--- src/rtl/instruction_fetch_unit.sv ---
// instruction_fetch_unit
// Producer side of the IF/ID interface. It generates the fetch PC and issues
// in-order requests to instruction memory. A 2-entry tag queue pairs each
// response with its PC, and a 2-entry {pc, instr} FIFO absorbs responses while
// ID is stalled. The registered output bundle consumed by ID is
// pc_out / pc_plus2_out / instruction_out / valid_out.
// A redirect flushes buffered work. Responses that are still in flight are
// counted in 'drop' and discarded when they return.
// Optional feature: define IF_PERF_CNT_EN to add the saturating
// fetch_stall_cnt output (cycles spent stalled on a valid bundle).
module instruction_fetch_unit #(
    parameter logic [15:0] RESET_PC = 16'h0000
) (
    input  logic        clk,
    input  logic        reset,
    input  logic        stall,
    input  logic        redirect_valid,
    input  logic [15:0] redirect_pc,
    output logic        imem_req,
    output logic [15:0] imem_addr,
    input  logic        imem_rvalid,
    input  logic [15:0] imem_rdata,
    output logic [15:0] pc_out,
    output logic [15:0] pc_plus2_out,
    output logic [15:0] instruction_out,
    output logic        valid_out
`ifdef IF_PERF_CNT_EN
    ,
    output logic [15:0] fetch_stall_cnt
`endif
);

    localparam int DEPTH = 2;

    // ------------------------------------------------------------------
    // State
    // ------------------------------------------------------------------
    logic [15:0] fetch_pc_reg, fetch_pc_next;

    logic        tag_wr_ptr_reg, tag_wr_ptr_next;
    logic        tag_rd_ptr_reg, tag_rd_ptr_next;
    logic [1:0]  outstanding_reg, outstanding_next;
    logic [1:0]  drop_reg, drop_next;

    logic        fifo_wr_ptr_reg, fifo_wr_ptr_next;
    logic        fifo_rd_ptr_reg, fifo_rd_ptr_next;
    logic [1:0]  fifo_count_reg, fifo_count_next;

    logic [15:0] pc_out_next;
    logic [15:0] pc_plus2_out_next;
    logic [15:0] instruction_out_next;
    logic        valid_out_next;

    // Per-slot storage views, one slot per generate iteration
    logic [15:0] tag_slot [DEPTH];
    logic [15:0] fifo_pc_slot [DEPTH];
    logic [15:0] fifo_instr_slot [DEPTH];

    // ------------------------------------------------------------------
    // Combinational control
    // ------------------------------------------------------------------
    logic [2:0]  occupancy;
    logic        issue;
    logic        resp_accept;
    logic        resp_drop;
    logic        resp_live;
    logic [15:0] resp_pc;
    logic        fifo_empty;
    logic        out_from_fifo;
    logic        out_bypass;
    logic        fifo_push;
    logic        fifo_pop;

    // Every request, buffered instruction and to-be-dropped response holds one
    // of the two slots. That keeps the FIFO from ever overflowing.
    assign occupancy = {1'b0, outstanding_reg} + {1'b0, fifo_count_reg} + {1'b0, drop_reg};
    assign imem_req  = !redirect_valid && (occupancy < 3'd2);
    assign imem_addr = fetch_pc_reg;
    assign issue     = imem_req;

    // A response with nothing in flight is a protocol error and is ignored.
    assign resp_accept = imem_rvalid && ((drop_reg != 2'd0) || (outstanding_reg != 2'd0));
    assign resp_drop   = imem_rvalid && (drop_reg != 2'd0);
    assign resp_live   = imem_rvalid && (drop_reg == 2'd0) && (outstanding_reg != 2'd0);
    assign resp_pc     = tag_slot[tag_rd_ptr_reg];

    // The FIFO head always wins over a fresh response, so program order is kept.
    assign fifo_empty    = (fifo_count_reg == 2'd0);
    assign out_from_fifo = !redirect_valid && !stall && !fifo_empty;
    assign out_bypass    = !redirect_valid && !stall && fifo_empty && resp_live;
    assign fifo_pop      = out_from_fifo;
    assign fifo_push     = !redirect_valid && resp_live && !out_bypass;

    // ------------------------------------------------------------------
    // Slot storage (data only, no reset needed)
    // ------------------------------------------------------------------
    generate
        for (genvar gi = 0; gi < DEPTH; gi++) begin : g_slot
            logic [15:0] tag_q;
            logic [15:0] pc_q;
            logic [15:0] instr_q;

            // Capture the issued PC when the tag write pointer selects this slot
            always_ff @(posedge clk) begin
                if (issue && (tag_wr_ptr_reg == 1'(gi))) begin
                    tag_q <= fetch_pc_reg;
                end
            end

            // Capture a buffered {pc, instr} pair when the FIFO write pointer selects this slot
            always_ff @(posedge clk) begin
                if (fifo_push && (fifo_wr_ptr_reg == 1'(gi))) begin
                    pc_q    <= resp_pc;
                    instr_q <= imem_rdata;
                end
            end

            assign tag_slot[gi]        = tag_q;
            assign fifo_pc_slot[gi]    = pc_q;
            assign fifo_instr_slot[gi] = instr_q;
        end
    endgenerate

    // ------------------------------------------------------------------
    // Next-state: fetch PC, tag queue, drop counter, FIFO bookkeeping
    // ------------------------------------------------------------------
    // Redirect clears all queued work. Each in-flight response then becomes a
    // drop, including responses already marked for dropping, minus the one
    // consumed this cycle.
    always_comb begin
        fetch_pc_next    = fetch_pc_reg;
        tag_wr_ptr_next  = tag_wr_ptr_reg;
        tag_rd_ptr_next  = tag_rd_ptr_reg;
        outstanding_next = outstanding_reg;
        drop_next        = drop_reg;
        fifo_wr_ptr_next = fifo_wr_ptr_reg;
        fifo_rd_ptr_next = fifo_rd_ptr_reg;
        fifo_count_next  = fifo_count_reg;

        if (redirect_valid) begin
            fetch_pc_next    = {redirect_pc[15:1], 1'b0};
            tag_wr_ptr_next  = 1'b0;
            tag_rd_ptr_next  = 1'b0;
            outstanding_next = 2'd0;
            drop_next        = drop_reg + outstanding_reg - {1'b0, resp_accept};
            fifo_wr_ptr_next = 1'b0;
            fifo_rd_ptr_next = 1'b0;
            fifo_count_next  = 2'd0;
        end else begin
            if (issue) begin
                fetch_pc_next   = fetch_pc_reg + 16'd2;
                tag_wr_ptr_next = ~tag_wr_ptr_reg;
            end
            if (resp_live) begin
                tag_rd_ptr_next = ~tag_rd_ptr_reg;
            end
            outstanding_next = outstanding_reg + {1'b0, issue} - {1'b0, resp_live};
            drop_next        = drop_reg - {1'b0, resp_drop};

            if (fifo_push) begin
                fifo_wr_ptr_next = ~fifo_wr_ptr_reg;
            end
            if (fifo_pop) begin
                fifo_rd_ptr_next = ~fifo_rd_ptr_reg;
            end
            fifo_count_next = fifo_count_reg + {1'b0, fifo_push} - {1'b0, fifo_pop};
        end
    end

    // ------------------------------------------------------------------
    // Next-state: output bundle
    // ------------------------------------------------------------------
    // Redirect overrides stall. When no source is available, pc fields keep
    // their old value and only valid/instruction are cleared.
    always_comb begin
        pc_out_next          = pc_out;
        pc_plus2_out_next    = pc_plus2_out;
        instruction_out_next = instruction_out;
        valid_out_next       = valid_out;

        if (redirect_valid) begin
            valid_out_next       = 1'b0;
            instruction_out_next = 16'h0000;
        end else if (!stall) begin
            if (out_from_fifo) begin
                pc_out_next          = fifo_pc_slot[fifo_rd_ptr_reg];
                pc_plus2_out_next    = fifo_pc_slot[fifo_rd_ptr_reg] + 16'd2;
                instruction_out_next = fifo_instr_slot[fifo_rd_ptr_reg];
                valid_out_next       = 1'b1;
            end else if (out_bypass) begin
                pc_out_next          = resp_pc;
                pc_plus2_out_next    = resp_pc + 16'd2;
                instruction_out_next = imem_rdata;
                valid_out_next       = 1'b1;
            end else begin
                instruction_out_next = 16'h0000;
                valid_out_next       = 1'b0;
            end
        end
    end

    // ------------------------------------------------------------------
    // Registers
    // ------------------------------------------------------------------
    // Fetch-side control state
    always_ff @(posedge clk or posedge reset) begin
        if (reset) begin
            fetch_pc_reg    <= RESET_PC;
            tag_wr_ptr_reg  <= 1'b0;
            tag_rd_ptr_reg  <= 1'b0;
            outstanding_reg <= 2'd0;
            drop_reg        <= 2'd0;
            fifo_wr_ptr_reg <= 1'b0;
            fifo_rd_ptr_reg <= 1'b0;
            fifo_count_reg  <= 2'd0;
        end else begin
            fetch_pc_reg    <= fetch_pc_next;
            tag_wr_ptr_reg  <= tag_wr_ptr_next;
            tag_rd_ptr_reg  <= tag_rd_ptr_next;
            outstanding_reg <= outstanding_next;
            drop_reg        <= drop_next;
            fifo_wr_ptr_reg <= fifo_wr_ptr_next;
            fifo_rd_ptr_reg <= fifo_rd_ptr_next;
            fifo_count_reg  <= fifo_count_next;
        end
    end

    // Registered IF/ID bundle
    always_ff @(posedge clk or posedge reset) begin
        if (reset) begin
            pc_out          <= 16'h0000;
            pc_plus2_out    <= 16'h0000;
            instruction_out <= 16'h0000;
            valid_out       <= 1'b0;
        end else begin
            pc_out          <= pc_out_next;
            pc_plus2_out    <= pc_plus2_out_next;
            instruction_out <= instruction_out_next;
            valid_out       <= valid_out_next;
        end
    end

`ifdef IF_PERF_CNT_EN
    // Count cycles in which ID holds a real instruction under stall, saturating
    always_ff @(posedge clk or posedge reset) begin
        if (reset) begin
            fetch_stall_cnt <= 16'h0000;
        end else if (stall && valid_out && (fetch_stall_cnt != 16'hFFFF)) begin
            fetch_stall_cnt <= fetch_stall_cnt + 16'd1;
        end
    end
`endif

endmodule

--- config.mk ---
export PLATFORM = sky130hd
export DESIGN_NAME = instruction_fetch_unit
export DESIGN_NICKNAME = d
export VERILOG_FILES = /design/src/rtl/instruction_fetch_unit.sv
export SDC_FILE = /design/constraint.sdc
export NUM_CORES = 1
export LEC_CHECK = 0
export CAP_MARGIN = 25
export CORE_ASPECT_RATIO = 1.4
export CORE_MARGIN = 2
export CORE_UTILIZATION = 59
export DETAILED_ROUTE_END_ITERATION = 10
export GPL_ROUTABILITY_DRIVEN = 1
export GPL_TIMING_DRIVEN = 0
export PLACE_DENSITY = 0.95
export SYNTH_ARGS = -nofsm -noshare
export SYNTH_HDL_FRONTEND = slang
export SYNTH_SLANG_ARGS = --single-unit
--- constraint.sdc ---
create_clock -name clk -period 7.7 [get_ports clk]
set_clock_uncertainty 0.05 [all_clocks]
set_input_delay 1.54 -clock clk [delete_from_list [all_inputs] [get_ports clk]]
set_output_delay 1.54 -clock clk [all_outputs]
set_load 0.02 [all_outputs]
==> results of run 1 <==
per-layer routing:
layer	routed length, um	up-vias	global-route usage (%)
li1	-	2407	-
met1	6721	2615	30.06
met2	9509	229	47.94
met3	843	43	4.494
met4	438	0	11.57
met5	0	-	0
synth_stat cells, drive strengths merged (9+ instances only):
cell    instances
nand2          89
edfxtp         92
inv            22
a221o          16
xnor2          19
dfrtp          72
nand3          14
mux2            9
clkbuf         10
xor2           17
mux2i          39
buf            24
o21ai          33
a21oi          20
ha             12
nor2           40
worst reg2reg max path, cell delays in order, from the launching register on:
cell	delay (ns)
dfrtp_1	0.47
o21ai_2	0.27
buf_6	0.19
clkbuf_1	0.47
a211oi_1	0.13
a21oi_1	0.24
ha_1	0.18
buf_2	0.21
nand4_1	0.12
o22ai_1	0.24
nand3_1	0.20
a221oi_2	0.33
xnor2_1	0.14
o21ai_1	0.07
power groups by stage:
stage / sequential, mW / combinational, mW / clock (mW)
floorplan: 1.31 / 0.409 / 0
global placement: 1.21 / 0.787 / 0
detailed placement: 1.23 / 0.835 / 0
CTS: 1.21 / 0.847 / 0.844
global route: 1.23 / 0.918 / 0.881
finish: 1.21 / 0.849 / 0.840
cell type report:
cell class,instances,area (sq um)
inverters,22,85.08
clock inverters,15,161.4
repair buffers,98,978.4
flip-flops and latches,164,4564
well taps,150,187.7
clock buffers,17,425.4
multi-input cells,386,2611
fillers,752,3077
plain buffers,34,221.5
cells by family after synthesis:
logic type | after synthesis | share of synthesized area, %
buffers and inverters | 56 | 4.081
and+or+nand+nor | 189 | 12.46
other | 1 | 0.05033
AOI/OAI and AO/OA | 97 | 8.984
xor gates and xnor gates | 36 | 4.232
muxes | 48 | 6.650
DFF | 164 | 61.26
adders and majority gates | 13 | 2.284
placed cells by master (no fill, tap or decap), types with 5 or more instances in the layout:
master | synthesis | routed
clkbuf_16 | 0 | 17
mux2_2 | 8 | 8
nor2_1 | 39 | 37
clkdlybuf4s50_1 | 0 | 97
clkbuf_1 | 10 | 10
buf_4 | 6 | 7
or3_1 | 5 | 5
inv_6 | 0 | 6
a21oi_1 | 20 | 20
dfrtp_1 | 72 | 72
mux2i_1 | 39 | 39
xnor2_1 | 19 | 19
ha_1 | 12 | 12
o21ai_1 | 5 | 5
nand2_1 | 89 | 89
a221o_1 | 16 | 16
inv_1 | 22 | 21
xor2_1 | 17 | 17
nand4_1 | 6 | 6
edfxtp_1 | 92 | 92
buf_2 | 13 | 13
nor2b_1 | 8 | 8
o21ai_0 | 27 | 27
nand3_1 | 14 | 14
worst max path at each step:
stage | from | end | slack (ns) | cells after the start
6_report | redirect_valid | imem_req | 2.92 | 4
5_1_grt | stall | pc_plus2_out[15]$_DFFE_PP0P_ | 2.87 | 15
4_1_cts | redirect_valid | imem_req | 2.98 | 4
3_5_place_dp | stall | pc_plus2_out[15]$_DFFE_PP0P_ | 2.77 | 15
3_3_place_gp | imem_rvalid | g_slot[1].pc_q[11]$_DFFE_PP_ | 2.34 | 5
2_1_floorplan | imem_rvalid | g_slot[0].instr_q[0]$_DFFE_PP_ | 3.55 | 4
==> key figures, run 1 <==
Run status
  • Outcome: finished clean

Critical path
  • Slowest-stage cell, CP: clkdlybuf4s50_1
  • Buf/Inv on CP: 3
  • Endpoint class of the critical path: output pin
  • Crit path max fanout: 10
  • CP top delay family: buffers and inverters
  • FF-to-FF setup slack: between 4 and 5 ns
  • Reg-to-reg endpoint: pc_plus2_out[15]$_DFFE_PP0P_
  • Worst path cell trace: buf_2 > clkbuf_1 > nor3_1 > clkdlybuf4s50_1
  • Beginning of the worst register-to-register path: fifo_count_reg[0]$_DFF_PP0_
  • CP startpoint kind: input port
  • WP data required: between 6 and 7 ns
  • WS Path Type: input port to output pin
  • Reg2reg path depth: 13
  • CP max stage delay: around 0.7 ns
  • CP Data Arrival Time: around 3.2 ns

GRT
  • Global-route wire length before repair: 27460 um
  • Total GRT Usage: between 20% and 30%
  • Number of global-route vias before repair: 5412
  • Initial antenna violation count: 0
  • GR Overflow Total: 0
  • Largest net degree at the start of global routing: 73

Floorplan
  • Area of the die: ~14000 sq um
  • Core box area: 12310 sq um
  • Die span in x: roughly 99 um
  • Initial Util: 60.52%
  • Overall die height: between 100 and 150 um
  • Io pins: a little over 100
  • # rows: between 40 and 50

Logic synthesis
  • Avg Cell Area, Syn: ~12 sq um
  • Cells after Synth: a little over 600
  • Share of the synthesized area in the top cell type: between 30% and 40%
  • Post-synth EDFFs: about 90
  • Dominant cell type by area after synthesis: edfxtp_1
  • #FFs+latches synth: 164
  • Top FF cell, synth: edfxtp_1
  • YS warnings: 0
  • Synth unique cells: 56
  • Cell area after synthesis: between 7000 and 8000 sq um
  • Async SR Flop Fraction: a little over two fifths
  • Synth area leaders: edfxtp_1 37%, dfrtp_1 24%, mux2i_1 5.2%, nand2_1 4.5%, xnor2_1 2.2%
  • Post-synthesis sequential area ratio: between 60 and 70%

Finish
  • Antenna cell count: 0
  • Max FFs per register: 32
  • Fin util: between 70 and 80%
  • Layout Cells excl Fill: about 890
  • Layout cells sized above 1: ~11%
  • Final nets: roughly 770
  • P&R area growth vs syn: 23.95%
  • Largest Register: g_slot.instr_q
  • Top Registers: g_slot.instr_q: 32 flops, g_slot.pc_q: 30 flops, g_slot.tag_q: 30 flops
  • Final Instance Area: between 9000 and 10000 sq um

Place
  • Setup WS pre-CTS: ~2.8 ns
  • Gpl congestion: ~0.88
  • DP Area: 8648 sq um
  • HPWL Detailed: between 10000 and 15000 um
  • Port Buffers: 97
  • DP Cell Count: between 800 and 900

Power and ir drop
  • Combinational power share: 29.2%
  • Tot Pwr: 2.902 mW
  • Net Sw Frac: 33.26%
  • Peak VDD IR: between 0.0002 and 0.00025 V
  • Clock share of power: between 20% and 30%
  • Sequential Power Share: a little over two fifths
  • Switch Pwr: just under 1 mW
  • Pleak: roughly 3.6 nW
  • Internal power: slightly below 2 mW
  • Cell Pwr Density: 314.3 nW/um^2

Timing
  • Final Hold Vio Count: 0
  • Min Hold Slack: 0.4190 ns
  • Worst Tran Pin Value: between 0.9 and 1 ns
  • Max Slew Vio Count: 0
  • Achievable Freq: roughly 210 MHz
  • Final setup viols: 0
  • RSZ-0062 raised after global routing: false
  • Fin Setup TNS: 0 ns
  • Tcrit/Tclk final: a little over 60%
  • Post-route minimum period: approximately 4.8 ns
  • Rel. slew slack: a little over a third
  • Final WS setup: 2.916 ns

Worst hold path
  • Hold Crit Start: pc_out[5]$_DFFE_PP0P_
  • HP Class: flip-flop to flip-flop
  • Hold depth: 2
  • Worst hold path endpoint: pc_out[5]$_DFFE_PP0P_

Routing
  • Final ANT Viol Nets: 0
  • Drt initial violations: about 390
  • Via density: approximately 6
  • Residual DRC: 0
  • Initial DRT Pass Iterations: 5
  • WL per Instance: 19.77 um
  • Drt total wl: between 15000 and 20000 um
  • Routed vias: 5294

Clock network
  • CTS tree: done
  • Clk buf depth: 2
  • # H-tree levels: 4
  • Postcts setup bufs: 0
  • Clock sink total: around 160
  • Skew-Pair Late Insertion Delay: around 0.43 ns
  • Cts hold-fix bufs: 0
  • CTS Buf Count: 17
  • CTS clk-pin slew, worst paths: 0.07 ns
  • CTS root buf: clkbuf_16
  • CTS resizes: 0

Job
  • Max capacitance violation total: 0
Power figures use the tool's default switching activity.
==> run 2: changes to the inputs <==
Settings changed: CORE_UTILIZATION 59 to 55, PLACE_DENSITY 0.95 to 0.91.
Clock period 7.7 ns to 4.6 ns, I/O delays scaled along.
==> key figures, run 2 (same netlist as run 1, synthesis figures left out) <==
Clock network
  • CTS Buf Count: 17
  • Clock sink total: around 160
  • CTS tree: done
  • CTS resizes: 0
  • Postcts setup bufs: 0
  • Cts hold-fix bufs: 0
  • Skew-Pair Late Insertion Delay: between 0.4 and 0.5 ns
  • CTS root buf: clkbuf_16
  • # H-tree levels: 4
  • CTS clk-pin slew, worst paths: roughly 0.06 ns
  • Clk buf depth: 2

Routing
  • Routed vias: 5167
  • Drt total wl: ~17000 um
  • WL per Instance: approximately 18 um
  • Initial DRT Pass Iterations: 5
  • Drt initial violations: about 390
  • Residual DRC: 0
  • Final ANT Viol Nets: 0
  • Via density: 5.629

Floorplan
  • Core box area: approximately 13000 sq um
  • Io pins: a little over 100
  • Initial Util: 55.92%
  • # rows: 50
  • Overall die height: 141.7 um
  • Area of the die: 14510 sq um
  • Die span in x: 102.4 um

Timing
  • Post-route minimum period: about 4 ns
  • RSZ-0062 raised after global routing: false
  • Final WS setup: 0.6383 ns
  • Tcrit/Tclk final: a little under nine tenths
  • Final setup viols: 0
  • Final Hold Vio Count: 0
  • Achievable Freq: ~250 MHz
  • Max Slew Vio Count: 0
  • Worst Tran Pin Value: between 0.9 and 1 ns
  • Fin Setup TNS: 0 ns
  • Rel. slew slack: ~36%

Run status
  • Outcome: finished clean

Finish
  • Area of the multi-input gates: between 2000 and 3000 sq um
  • Fillers: 906
  • Final nets: between 700 and 800
  • Fin util: about 70%
  • Layout cells sized above 1: 10.60%
  • Reg area: about 4600 sq um
  • Largest Register: g_slot.instr_q
  • Top Registers: g_slot.instr_q: 32 flops, g_slot.pc_q: 30 flops, g_slot.tag_q: 30 flops
  • Most frequent cells in the layout: 97 x clkdlybuf4s50_1, 92 x edfxtp_1, 89 x nand2_1
  • P&R area growth vs syn: 24.16%
  • Max FFs per register: 32
  • Antenna cell count: 0
  • Commonest non-fill, non-tap cell in the layout: clkdlybuf4s50_1

Power and ir drop
  • Pleak: 3.604 nW
  • Cell Pwr Density: between 500 and 600 nW/um^2
  • Peak VDD IR: approximately 0.00036 V
  • Tot Pwr: roughly 4.8 mW

Critical path
  • Worst path cell trace: clkdlybuf4s50_1 > nor2_4 > o21ai_2 > buf_6 > clkbuf_1 > a211oi_1 > a21oi_1 > ha_1 > buf_2 > nand4b_1 > o22ai_1 > nand3_1 > a221oi_2 > xnor2_1 > o21ai_1
  • WS Path Type: input port to flip-flop
  • Buf/Inv on CP: 4
  • Slowest-stage cell, CP: clkdlybuf4s50_1
  • WP data required: between 4 and 5 ns
  • Endpoint class of the critical path: flip-flop
  • CP top delay family: buffers and inverters
  • Crit path max fanout: 10
  • CP startpoint kind: input port
  • CP max stage delay: approximately 0.55 ns
  • CP Data Arrival Time: 4.19 ns

Place
  • HPWL Detailed: about 12000 um
  • Gpl congestion: approximately 0.95
  • Setup WS pre-CTS: about 0.29 ns
  • Port Buffers: between 90 and 100

GRT
  • Total GRT Usage: about 24%
  • Initial antenna violation count: 0
  • GR Overflow Total: 0
  • Number of global-route vias before repair: between 5000 and 6000
  • Largest net degree at the start of global routing: 73
  • Global-route wire length before repair: ~27000 um

Worst hold path
  • HP Class: flip-flop to flip-flop

Job
  • Max capacitance violation total: 0
run 2: cell count changes in the layout (fill, tap and decap cells not counted):
cell	change
clkbuf_16	+1
clkinvlp_4	+1
clkinv_2	+1
clkinv_4	+2
clkinv_8	-1
inv_6	-5
clkinv_1	+2
inv_8	-3
clkbuf_1	+2
run 2: final timing paths:
kind | startpoint | endpoint | slack (ns) | depth (start not counted)
max reg2reg | fifo_count_reg[0]$_DFF_PP0_ | pc_plus2_out[15]$_DFFE_PP0P_ | 1.11 | 13
max in group asynchronous | reset | pc_out[14]$_DFFE_PP0P_ | 2.90 | 2
min | pc_out[7]$_DFFE_PP0P_ | pc_out[7]$_DFFE_PP0P_ | 0.42 | 2
min reg2reg | pc_out[7]$_DFFE_PP0P_ | pc_out[7]$_DFFE_PP0P_ | 0.42 | 2
min in group asynchronous | reset | instruction_out[0]$_DFFE_PP0P_ | 1.01 | 2
max | stall | pc_plus2_out[15]$_DFFE_PP0P_ | 0.64 | 15
run 2: cell type report:
cell class	instances	share of cell area, %
plain buffers	34	2.394
repair buffers	98	10.58
clock inverters	12	1.136
multi-input cells	386	28.23
flip-flops and latches	164	49.34
clock buffers	20	4.950
inverters	22	0.9197
well taps	182	2.461
run 2: through the flow:
| stage | cells | hold slack, ns | cell area [sq um] |
|---|---|---|---|
| 2_1_floorplan | 606 | 0.4748 | 7458 |
| 3_3_place_gp | 885 | 0.4004 | 8657 |
| 3_5_place_dp | 886 | 0.4058 | 8688 |
| 4_1_cts | 918 | 0.4239 | 9251 |
| 5_1_grt | 918 | 0.4430 | 9251 |
| 6_report | 918 | 0.4211 | 9251 |
run 2: report_power, final:
group / switching [mW] / internal, mW / total, mW / leakage (nW)
sequential: 0.167 / 1.85 / 2.02 / 1.77
clock: 0.577 / 0.775 / 1.35 / 0.267
combinational: 0.780 / 0.617 / 1.40 / 1.57
run 2: metal layers:
| layer | share of wire [%] | routed length [um] | vias up | track usage [%] |
|---|---|---|---|---|
| met5 | 0 | 0 | - | 0 |
| met4 | 2.3 | 389 | 0 | 9.684 |
| met3 | 4.3 | 723 | 36 | 4.532 |
| met2 | 54 | 8984 | 188 | 43.04 |
| met1 | 40 | 6596 | 2550 | 28.90 |
| li1 | - | - | 2393 | - |
run 2: tightest hold or removal path, delay by kind of cell (launching register included):
| family | cells | cell delay [ns] |
|---|---|---|
| and+or+nand+nor | 2 | 0.10 |
| DFF | 1 | 0.34 |
